--- config.mk ---
export PLATFORM = sky130hd
export DESIGN_NAME = i2s_master_ctrl
export DESIGN_NICKNAME = d
export VERILOG_FILES = /design/src/rtl/i2s_pkg.sv /design/src/rtl/i2s_sck_div.sv /design/src/rtl/i2s_master_ctrl.sv
export SDC_FILE = /design/constraint.sdc
export NUM_CORES = 1
export LEC_CHECK = 0
export CORE_ASPECT_RATIO = 1.75
export CORE_UTILIZATION = 41
export CTS_CLUSTER_SIZE = 12
export DETAILED_ROUTE_END_ITERATION = 16
export DONT_BUFFER_PORTS = 1
export SYNTH_ARGS = -nofsm -noshare
export SYNTH_HDL_FRONTEND = slang
export SYNTH_HIERARCHICAL = 1
export SYNTH_SLANG_ARGS = --single-unit
--- constraint.sdc ---
create_clock -name i_clk -period 5.4 [get_ports i_clk]
set_input_delay 0.81 -clock i_clk [delete_from_list [all_inputs] [get_ports i_clk]]
set_output_delay 0.81 -clock i_clk [all_outputs]
set_load 0.005 [all_outputs]
--- src/rtl/i2s_pkg.sv ---
// Shared types and default sizing for the I2S master controller.
package i2s_pkg;

  typedef enum logic [1:0] {
    ST_IDLE  = 2'd0,
    ST_RUN   = 2'd1,
    ST_DRAIN = 2'd2
  } state_t;

  localparam int unsigned DEF_DATA_WIDTH = 16;
  localparam int unsigned DEF_CLK_DIV    = 4;

endpackage

--- src/rtl/i2s_sck_div.sv ---
// Serial-clock divider: toggles o_sck every CLK_DIV enabled cycles and flags
// the cycle before each rising/falling toggle.
module i2s_sck_div #(
  parameter int unsigned CLK_DIV = 4
) (
  input  logic i_clk,
  input  logic i_sys_rst,
  input  logic i_en,
  input  logic i_clr,
  output logic o_sck,
  output logic o_fall_tick,
  output logic o_rise_tick
);

  localparam int unsigned CW = (CLK_DIV > 1) ? $clog2(CLK_DIV) : 1;

  logic [CW-1:0] r_div;
  logic          r_sck;
  logic          w_term;

  assign w_term = i_en && !i_clr && (r_div == CW'(CLK_DIV - 1));

  always_ff @(posedge i_clk or posedge i_sys_rst) begin
    if (i_sys_rst) begin
      r_div <= '0;
      r_sck <= 1'b0;
    end else if (i_clr) begin
      r_div <= '0;
      r_sck <= 1'b0;
    end else if (i_en) begin
      if (w_term) begin
        r_div <= '0;
        r_sck <= ~r_sck;
      end else begin
        r_div <= r_div + 1'b1;
      end
    end
  end

  assign o_sck       = r_sck;
  assign o_fall_tick = w_term && r_sck;
  assign o_rise_tick = w_term && !r_sck;

endmodule

--- src/rtl/i2s_master_ctrl.sv ---
// I2S master frame controller: generates SCK/WS and counts frames.
// Optional completion interrupt enabled by defining I2S_FRAME_IRQ_EN.
module i2s_master_ctrl
  import i2s_pkg::*;
#(
  parameter int unsigned DATA_WIDTH = DEF_DATA_WIDTH,
  parameter int unsigned CLK_DIV    = DEF_CLK_DIV
) (
  input  logic        i_clk,
  input  logic        i_sys_rst,
  input  logic        i_start,
  input  logic        i_stop,
  input  logic [15:0] i_num_frames,
  output logic        o_sck,
  output logic        o_ws,
  output logic        o_busy,
  output logic        o_frame_done,
  output logic [15:0] o_frame_cnt
`ifdef I2S_FRAME_IRQ_EN
  ,
  input  logic        i_irq_clr,
  output logic        o_irq
`endif
);

  localparam int unsigned BW = $clog2(2 * DATA_WIDTH);
  localparam logic [BW-1:0] BIT_LAST     = BW'(2 * DATA_WIDTH - 1);
  localparam logic [BW-1:0] BIT_LEFT_END = BW'(DATA_WIDTH - 1);

  state_t        r_state, w_state_nxt;
  logic [BW-1:0] r_bit, w_bit_nxt;
  logic          r_ws, r_frame_done;
  logic [15:0]   r_frame_cnt, r_num_frames;
  logic          w_fall, w_wrap, w_last_frame, w_idle;

  assign w_idle = (r_state == ST_IDLE);

  i2s_sck_div #(.CLK_DIV(CLK_DIV)) u_sck_div (
    .i_clk       (i_clk),
    .i_sys_rst   (i_sys_rst),
    .i_en        (!w_idle),
    .i_clr       (w_idle),
    .o_sck       (o_sck),
    .o_fall_tick (w_fall),
    .o_rise_tick ()
  );

  assign w_bit_nxt    = (r_bit == BIT_LAST) ? '0 : r_bit + 1'b1;
  assign w_wrap       = w_fall && (r_bit == BIT_LAST);
  assign w_last_frame = (r_num_frames != '0) && ((r_frame_cnt + 16'd1) == r_num_frames);

  always_ff @(posedge i_clk or posedge i_sys_rst) begin
    if (i_sys_rst) r_state <= ST_IDLE;
    else           r_state <= w_state_nxt;
  end

  // A stop arriving on the wrap cycle ends the run there rather than via DRAIN.
  always_comb begin
    w_state_nxt = r_state;
    case (r_state)
      ST_IDLE:  if (i_start && !i_stop) w_state_nxt = ST_RUN;
      ST_RUN: begin
        if (w_wrap && (i_stop || w_last_frame)) w_state_nxt = ST_IDLE;
        else if (i_stop)                        w_state_nxt = ST_DRAIN;
      end
      ST_DRAIN: if (w_wrap) w_state_nxt = ST_IDLE;
      default:  w_state_nxt = ST_IDLE;
    endcase
  end

  always_ff @(posedge i_clk or posedge i_sys_rst) begin
    if (i_sys_rst) begin
      r_bit        <= '0;
      r_ws         <= 1'b0;
      r_frame_done <= 1'b0;
      r_frame_cnt  <= '0;
      r_num_frames <= '0;
    end else begin
      r_frame_done <= w_wrap;
      if (w_idle) begin
        r_bit <= '0;
        r_ws  <= 1'b0;
        if (w_state_nxt == ST_RUN) begin
          r_frame_cnt  <= '0;
          r_num_frames <= i_num_frames;
        end
      end else if (w_fall) begin
        r_bit <= w_bit_nxt;
        if (w_bit_nxt == BIT_LEFT_END) r_ws <= 1'b1;
        else if (w_bit_nxt == BIT_LAST) r_ws <= 1'b0;
        if (w_wrap) r_frame_cnt <= r_frame_cnt + 16'd1;
      end
    end
  end

  assign o_ws         = r_ws;
  assign o_busy       = !w_idle;
  assign o_frame_done = r_frame_done;
  assign o_frame_cnt  = r_frame_cnt;

`ifdef I2S_FRAME_IRQ_EN
  logic r_irq;

  always_ff @(posedge i_clk or posedge i_sys_rst) begin
    if (i_sys_rst)                             r_irq <= 1'b0;
    else if (!w_idle && w_state_nxt == ST_IDLE) r_irq <= 1'b1;
    else if (i_irq_clr)                        r_irq <= 1'b0;
  end

  assign o_irq = r_irq;
`endif

endmodule
==> flow_metrics.env, run 1 <==
export IMPL_syn_area_mm2=0.00261
export IMPL_fmax_mhz=287
export IMPL_rsz0062_at_grt="false"
export IMPL_cts_resized=0
export IMPL_maxCapViolations=0
export IMPL_final_antenna_net_count=0
export IMPL_hpwlAfterDp_um=4490
export IMPL_diodes=0
export IMPL_drtIter0Drc=75
export IMPL_wire_per_inst_um=17.9
export IMPL_cts_tree="built"
export IMPL_area_delta_synth_final_pct=4.70
export IMPL_drive_above_1_share_pct=13.6
export IMPL_avgSynthCellArea_um2=9.67
export IMPL_ir_drop_v=0.000308
export IMPL_nets=289
export IMPL_critPathArrivalTime_ns=3.66
export IMPL_cp_required_ns=5.58
export IMPL_num_rows=38
export IMPL_dr_pass1_iters=4
export IMPL_cts_clk_slew_worst_paths_ns=0.09
export IMPL_htreeDepth=2
export IMPL_min_path_type="input pin to asynchronous set/reset pin"
export IMPL_ioPinCount=40
export IMPL_place_congestion=0.865
export IMPL_die_area_mm2=0.00670
export IMPL_fp_dieH_um=108
export IMPL_fill_cells=611
export IMPL_max_stage_delay_ns=0.75
export IMPL_grt_first_pass_wirelength_um=10100
export IMPL_gr_total_overflow=0
export IMPL_start_kind="register"
export IMPL_cts_sinks=44
export IMPL_core_area_mm2=0.00618
export IMPL_grt_start_max_net_pins=42
export IMPL_grt_pass1_vias=1962
export IMPL_cts_setup_buffers=0
export IMPL_instances_no_fill=344
export IMPL_skew_ns=0.0119
export IMPL_dp_cells=337
export IMPL_cts_root_buf="clkbuf_8"
export IMPL_period_share_pct=64.4
export IMPL_drv_slew=0
export IMPL_tightest_slew_ns=0.884
export IMPL_wl_um=6150
export IMPL_numCtsBuffers=5
export IMPL_path_max_fanout=16
export IMPL_hold_violations=0
export IMPL_finalCriticalPeriod_ns=3.48
export IMPL_setup_tns_final_ns=0
export IMPL_cts_buffer_depth=2
export IMPL_setup_viol=0
export IMPL_path_cells="or2_2, nand2_1, nor3b_1, nand2_1, nor4_1, o311ai_0, a2111oi_2, a31oi_1"
export IMPL_worst_path_buf_inv=0
export IMPL_synth_cells=270
export IMPL_slowest_stage="nor3b_1"
export IMPL_leakagePower_nw=1.11
export IMPL_max_slew_margin_pct=40.9
export IMPL_track_usage_pct=20.1
export IMPL_path_delay_family="simple AND/OR/NAND/NOR gates"
export IMPL_power_density_mw_per_mm2=497
export IMPL_final_cell_mix="dfrtp_1, nand2_1, nor2_1, o21ai_0, mux2_2"
export IMPL_antenna_found_initial=0
export IMPL_port_buffers=0
export IMPL_postCtsHoldBufs=0
export IMPL_end_kind="register"
export IMPL_layout_commonest_cell="dfrtp_1"
export IMPL_synth_net_count=295
export IMPL_worst_path_most_repeated_cell="nand2_1"
export IMPL_die_x_um=62.3
export IMPL_drc=0
export IMPL_vias=1975
export IMPL_start_util_pct=42.2
export IMPL_routed_via_density=5.74
export IMPL_yosysWarnings=6
export IMPL_path_class="register to register"
export IMPL_outcome="completed"
export IMPL_clk_latency_ns=0.31
## report_power, final
part | internal (mW) | leakage (nW) | switching (mW)
Combinational | 0.245 | 0.541 | 0.275
Clock | 0.0881 | 0.0410 | 0.114
Sequential | 0.441 | 0.530 | 0.195
Total | 0.774 | 1.11 | 0.584
## layout make-up
type	count	area, um^2	area share, %
inverter	9	33.8	1.24
multi-input combinational	201	1400	51.2
sequential	44	1100	40.3
clock buffer	6	72.6	2.65
timing repair buffer	3	22.5	0.824
clock inverter	1	5.00	0.183
tap	80	100	3.66
## sequential cells by signal (all words and copies together), names as in the netlist
register,count
u_sck_div/r_div,2
r_bit,5
o_frame_done,1
r_state,2
r_num_frames,16
o_ws,1
o_frame_cnt,16
u_sck_div/o_sck,1
## final timing paths
path | end | startpoint | cells after the start | slack, ns
min in group i_clk | u_sck_div/r_div[1] | u_sck_div/r_div[1] | 2 | 0.53
max in group asynchronous | r_num_frames[2] | i_sys_rst | 2 | 4.51
worst max register to register | r_state[0] | r_state[0] | 8 | 1.92
worst max-delay path | r_state[0] | r_state[0] | 8 | 1.92
worst min register to register | u_sck_div/r_div[1] | u_sck_div/r_div[1] | 2 | 0.53
worst min-delay path | u_sck_div/r_div[1] | i_sys_rst | 1 | 0.25
## layer usage
| metal | vias up | track usage, % | part of all wire [%] |
|---|---|---|---|
| met4 | 0 | 9.63 | 2.5 |
| met2 | 43 | 37.0 | 54 |
| li1 | 969 | - | - |
| met5 | - | 0 | 0 |
| met1 | 950 | 21.8 | 40 |
| met3 | 13 | 3.81 | 3.7 |
## per-stage QoR
step / hold slack [ns] / instance area (um^2) / power, mW / setup WS (ns) / util (%)
floorplan: 0.490 / 2610 / 1.04 / 2.72 / -
global placement: 0.512 / 2660 / 1.15 / 2.06 / 43.0
detailed placement: 0.525 / 2660 / 1.16 / 1.90 / 43.0
CTS: 0.240 / 2730 / 1.37 / 1.89 / 44.2
global route: 0.245 / 2730 / 1.46 / 1.50 / 44.2
finish: 0.250 / 2730 / 1.36 / 1.92 / 44.2
Note: power is estimated with default switching activity, not from simulation.
==> run 2, diff against run 1 <==
==> constraint.sdc (replaced) <==
create_clock -name i_clk -period 2.9 [get_ports i_clk]
set_input_delay 0.435 -clock i_clk [delete_from_list [all_inputs] [get_ports i_clk]]
set_output_delay 0.435 -clock i_clk [all_outputs]
set_load 0.005 [all_outputs]
==> flow_metrics.env, run 2 (synthesized netlist as in run 1, its figures left out) <==
export IMPL_worst_path_buf_inv=1
export IMPL_nets=293
export IMPL_cts_buffer_depth=2
export IMPL_clk_latency_ns=0.30
export IMPL_rr_endpoint="r_state[0]"
export IMPL_path_cells="or2_2, nand2_1, nor3b_1, buf_4, nand2_1, nor4_1, o311ai_0, a2111oi_2, a31oi_1"
export IMPL_fmax_mhz=397
export IMPL_path_max_fanout=11
export IMPL_diodes=0
export IMPL_area_delta_synth_final_pct=7.81
export IMPL_setup_viol=0
export IMPL_slowest_stage="dfrtp_1"
export IMPL_vias=2007
export IMPL_core_area_mm2=0.00618
export IMPL_die_area_mm2=0.00670
export IMPL_grt_first_pass_wirelength_um=10200
export IMPL_dp_cells=340
export IMPL_path_depth=9
export IMPL_ioPinCount=40
export IMPL_wire_per_inst_um=17.5
export IMPL_final_cell_mix="dfrtp_1, nand2_1, nor2_1, o21ai_0, mux2_2"
export IMPL_final_antenna_net_count=0
export IMPL_outcome="completed"
export IMPL_track_usage_pct=20.1
export IMPL_finalCriticalPeriod_ns=2.52
export IMPL_leakagePower_nw=1.15
export IMPL_max_slew_margin_pct=59.5
export IMPL_rsz0062_at_grt="false"
export IMPL_crit_start="r_state[0]"
export IMPL_drtIter0Drc=85
export IMPL_htreeDepth=2
export IMPL_ir_drop_v=0.000551
export IMPL_antenna_found_initial=0
export IMPL_min_path_type="input pin to asynchronous set/reset pin"
export IMPL_cts_root_buf="clkbuf_8"
export IMPL_start_util_pct=42.2
export IMPL_end_kind="register"
export IMPL_instances_no_fill=349
export IMPL_cts_tree="built"
export IMPL_regToRegSetupSlack_ns=0.38
export IMPL_worst_path_most_repeated_cell="nand2_1"
export IMPL_period_share_pct=86.8
export IMPL_place_congestion=0.800
export IMPL_start_kind="register"
export IMPL_power_density_mw_per_mm2=951
export IMPL_drive_above_1_share_pct=15.2
export IMPL_setup_tns_final_ns=0
export IMPL_routed_via_density=5.75
export IMPL_cp_required_ns=3.05
export IMPL_die_x_um=62.3
export IMPL_r2r_start="r_state[0]"
export IMPL_gr_total_overflow=0
export IMPL_maxCapViolations=0
export IMPL_hpwlAfterDp_um=4600
export IMPL_tightest_slew_ns=0.605
export IMPL_cp_endpoint="r_state[0]"
export IMPL_drv_slew=0
export IMPL_cts_sinks=44
export IMPL_cts_clk_slew_worst_paths_ns=0.08
export IMPL_fp_dieH_um=108
export IMPL_path_delay_family="simple AND/OR/NAND/NOR gates"
export IMPL_layout_commonest_cell="dfrtp_1"
export IMPL_drc=0
export IMPL_hold_violations=0
export IMPL_num_rows=38
export IMPL_port_buffers=0
export IMPL_path_class="register to register"
export IMPL_numCtsBuffers=5
export IMPL_critPathArrivalTime_ns=2.67
export IMPL_skew_ns=0.00663
export IMPL_worst_r2r_path_depth=9
export IMPL_dr_pass1_iters=4
export IMPL_max_stage_delay_ns=0.44
export IMPL_grt_start_max_net_pins=42
export IMPL_wl_um=6120
export IMPL_grt_pass1_vias=1960
run 2: cell count changes in the layout (fill, tap and decap cells not counted), sizes merged:
cell | previous run | this run
buf | 3 | 6
bufinv | 0 | 1
clkbuf | 6 | 7
clkinv | 2 | 1
dlygate4sd3 | 0 | 1
run 2: layout make-up:
type	count	area, um^2
sequential	44	1100
fill	626	3370
clock inverter	1	30.0
tap	80	100
timing repair buffer	7	55.1
inverter	9	33.8
multi-input combinational	201	1400
clock buffer	7	96.3
run 2: how the worst min path moves through the flow:
| stage | slack, ns | to | cells past startpoint | from |
|---|---|---|---|---|
| after detailed placement | 0.20 | u_sck_div/o_sck | 1 | i_sys_rst |
| after CTS | 0.17 | o_frame_cnt[2] | 2 | i_sys_rst |
| after global routing | 0.22 | r_num_frames[1] | 2 | i_sys_rst |
| after floorplan | 0.19 | u_sck_div/o_sck | 1 | i_sys_rst |
| after global placement | 0.20 | u_sck_div/o_sck | 1 | i_sys_rst |
| final | 0.16 | r_num_frames[10] | 2 | i_sys_rst |
run 2: layer usage:
metal | vias up | track usage (%) | part of all wire [%]
li1 | 981 | - | -
met1 | 968 | 21.1 | 38
met2 | 48 | 38.4 | 55
met3 | 10 | 3.28 | 3.8
met4 | 0 | 9.47 | 3.1
met5 | - | 0 | 0
run 2: metrics by stage:
step | area [um^2] | power (mW) | hold WS [ns] | setup WS [ns] | util, %
2_1_floorplan | 2610 | 1.94 | 0.189 | 0.215 | -
3_3_place_gp | 2680 | 2.15 | 0.199 | 0.529 | 43.3
3_5_place_dp | 2680 | 2.17 | 0.202 | 0.417 | 43.3
4_1_cts | 2820 | 2.69 | 0.168 | 0.399 | 45.5
5_1_grt | 2820 | 2.87 | 0.215 | 0.139 | 45.5
6_report | 2820 | 2.68 | 0.155 | 0.383 | 45.5
run 2: report_power, final:
part           switching, mW  internal, mW  total [mW]  leakage (nW)
sequential             0.360         0.821        1.18         0.530
combinational          0.514         0.460       0.974         0.559
clock                  0.217         0.304       0.521        0.0645
total                   1.09          1.58        2.68          1.15
run 2: what timing repair did:
action | CTS | global route
hold buffers | 1 | 0
buffers inserted | 0 | 0
gates resized for setup | 0 | 0
hold endpoints to repair | 3 | 0
==> run 3, diff against run 2 <==
--- a/config.mk
+++ b/config.mk
@@ -5,7 +5,7 @@
 export SDC_FILE = /design/constraint.sdc
 export NUM_CORES = 1
 export LEC_CHECK = 0
-export CORE_ASPECT_RATIO = 1.75
+export CORE_ASPECT_RATIO = 1.2
 export CORE_UTILIZATION = 41
 export CTS_CLUSTER_SIZE = 12
 export DETAILED_ROUTE_END_ITERATION = 16
==> flow_metrics.env, run 3 (synthesized netlist as in run 1, its figures left out) <==
export IMPL_outcome="completed"
export IMPL_path_class="register to register"
export IMPL_min_path_type="input pin to asynchronous set/reset pin"
export IMPL_place_congestion=0.822
export IMPL_fmax_mhz=416
export IMPL_hold_violations=0
export IMPL_port_buffers=0
export IMPL_cp_required_ns=3.07
export IMPL_start_kind="register"
export IMPL_die_area_mm2=0.00669
export IMPL_htreeDepth=2
export IMPL_drc=0
export IMPL_path_max_fanout=11
export IMPL_power_density_mw_per_mm2=907
export IMPL_drive_above_1_share_pct=14.9
export IMPL_layout_commonest_cell="dfrtp_1"
export IMPL_routed_via_density=5.64
export IMPL_drtIter0Drc=136
export IMPL_clk_latency_ns=0.29
export IMPL_finalCriticalPeriod_ns=2.40
export IMPL_dr_pass1_iters=4
export IMPL_worst_r2r_path_depth=8
export IMPL_antenna_found_initial=0
export IMPL_grt_pass1_vias=1801
export IMPL_grt_first_pass_wirelength_um=9670
export IMPL_leakagePower_nw=1.13
export IMPL_track_usage_pct=19.5
export IMPL_cts_root_buf="clkbuf_8"
export IMPL_setup_tns_final_ns=0
export IMPL_setup_slack_ns=0.498
export IMPL_drv_slew=0
export IMPL_cts_setup_buffers=0
export IMPL_rsz0062_at_grt="false"
export IMPL_end_kind="register"
export IMPL_grt_start_max_net_pins=42
export IMPL_setup_viol=0
export IMPL_start_util_pct=42.9
export IMPL_cts_tree="built"
export IMPL_cts_buffer_depth=2
export IMPL_tightest_slew_ns=0.525
export IMPL_cts_clk_slew_worst_paths_ns=0.09
export IMPL_nets=293
export IMPL_gr_total_overflow=0
export IMPL_die_x_um=74.9
export IMPL_numCtsBuffers=5
export IMPL_pre_cts_slack_ns=0.546
export IMPL_final_core_util_pct=45.5
export IMPL_ioPinCount=40
export IMPL_num_rows=31
export IMPL_final_antenna_net_count=0
export IMPL_fin_hold_ws_ns=0.160
export IMPL_vias=1974
export IMPL_area_delta_synth_final_pct=6.18
export IMPL_cts_sinks=44
export IMPL_max_slew_margin_pct=65.0
export IMPL_fp_dieH_um=89.4
export IMPL_core_area_mm2=0.00609
export IMPL_final_cell_mix="dfrtp_1, nand2_1, nor2_1, o21ai_0, mux2_2"
export IMPL_instances_no_fill=350
export IMPL_diodes=0
export IMPL_critPathArrivalTime_ns=2.57
export IMPL_wire_per_inst_um=17.2
export IMPL_hpwlAfterDp_um=4290
export IMPL_maxCapViolations=0
export IMPL_dp_cells=342
export IMPL_period_share_pct=82.8
export IMPL_skew_ns=0.00848
export IMPL_ir_drop_v=0.000402
export IMPL_wl_um=6030
## run 3: final cells by class
class | instances | area [um^2]
clock inverter | 2 | 12.5
sequential | 44 | 1100
timing repair buffer | 7 | 55.1
inverter | 9 | 33.8
clock buffer | 5 | 68.8
fill | 602 | 3320
tap | 82 | 103
multi-input combinational | 201 | 1400
## run 3: final timing paths
kind	start	end	slack, ns
worst min-delay path	i_sys_rst	o_frame_cnt[14]	0.16
worst max register to register	r_state[1]	r_state[0]	0.50
worst min register to register	r_bit[4]	r_bit[4]	0.54
min in group i_clk	i_num_frames[4]	r_num_frames[4]	0.26
worst max-delay path	r_state[1]	r_state[0]	0.50
max in group asynchronous	i_sys_rst	u_sck_div/r_div[1]	2.34
## run 3: per-layer routing
metal / vias to the layer above / wire, um / global-route usage (%)
li1: 978 / - / -
met1: 958 / 2650 / 24.9
met2: 36 / 3040 / 32.6
met3: 2 / 309 / 4.85
met4: 0 / 34 / 5.15
met5: - / 0 / 0
## run 3: per-stage QoR
| stage | power [mW] | cell area (um^2) |
|---|---|---|
| final | 2.51 | 2770 |
| after global routing | 2.70 | 2770 |
| after CTS | 2.54 | 2770 |
| after detailed placement | 2.16 | 2680 |
| after global placement | 2.14 | 2680 |
| after floorplan | 1.94 | 2610 |
## run 3: report_power, final
| group | leakage, nW | switching (mW) | internal, mW |
|---|---|---|---|
| clock | 0.0400 | 0.209 | 0.163 |
| combinational | 0.559 | 0.502 | 0.460 |
| sequential | 0.530 | 0.359 | 0.821 |
## run 3: what timing repair did
| item | CTS | global route |
|---|---|---|
| hold buffers | 1 | 0 |
| setup endpoints to repair | 0 | 0 |
| gates resized for setup | 0 | 0 |
| endpoints found under the hold margin | 3 | 0 |
## run 3: critical path, cell delays in order, from the launching register on
cell and delay, ns:
dfrtp_1 0.45, or2_2 0.32, nand2_1 0.12, nor3b_1 0.27, nand2_1 0.11, nor4_1 0.29, o311ai_0 0.21, a2111oi_2 0.37
a31oi_1 0.13
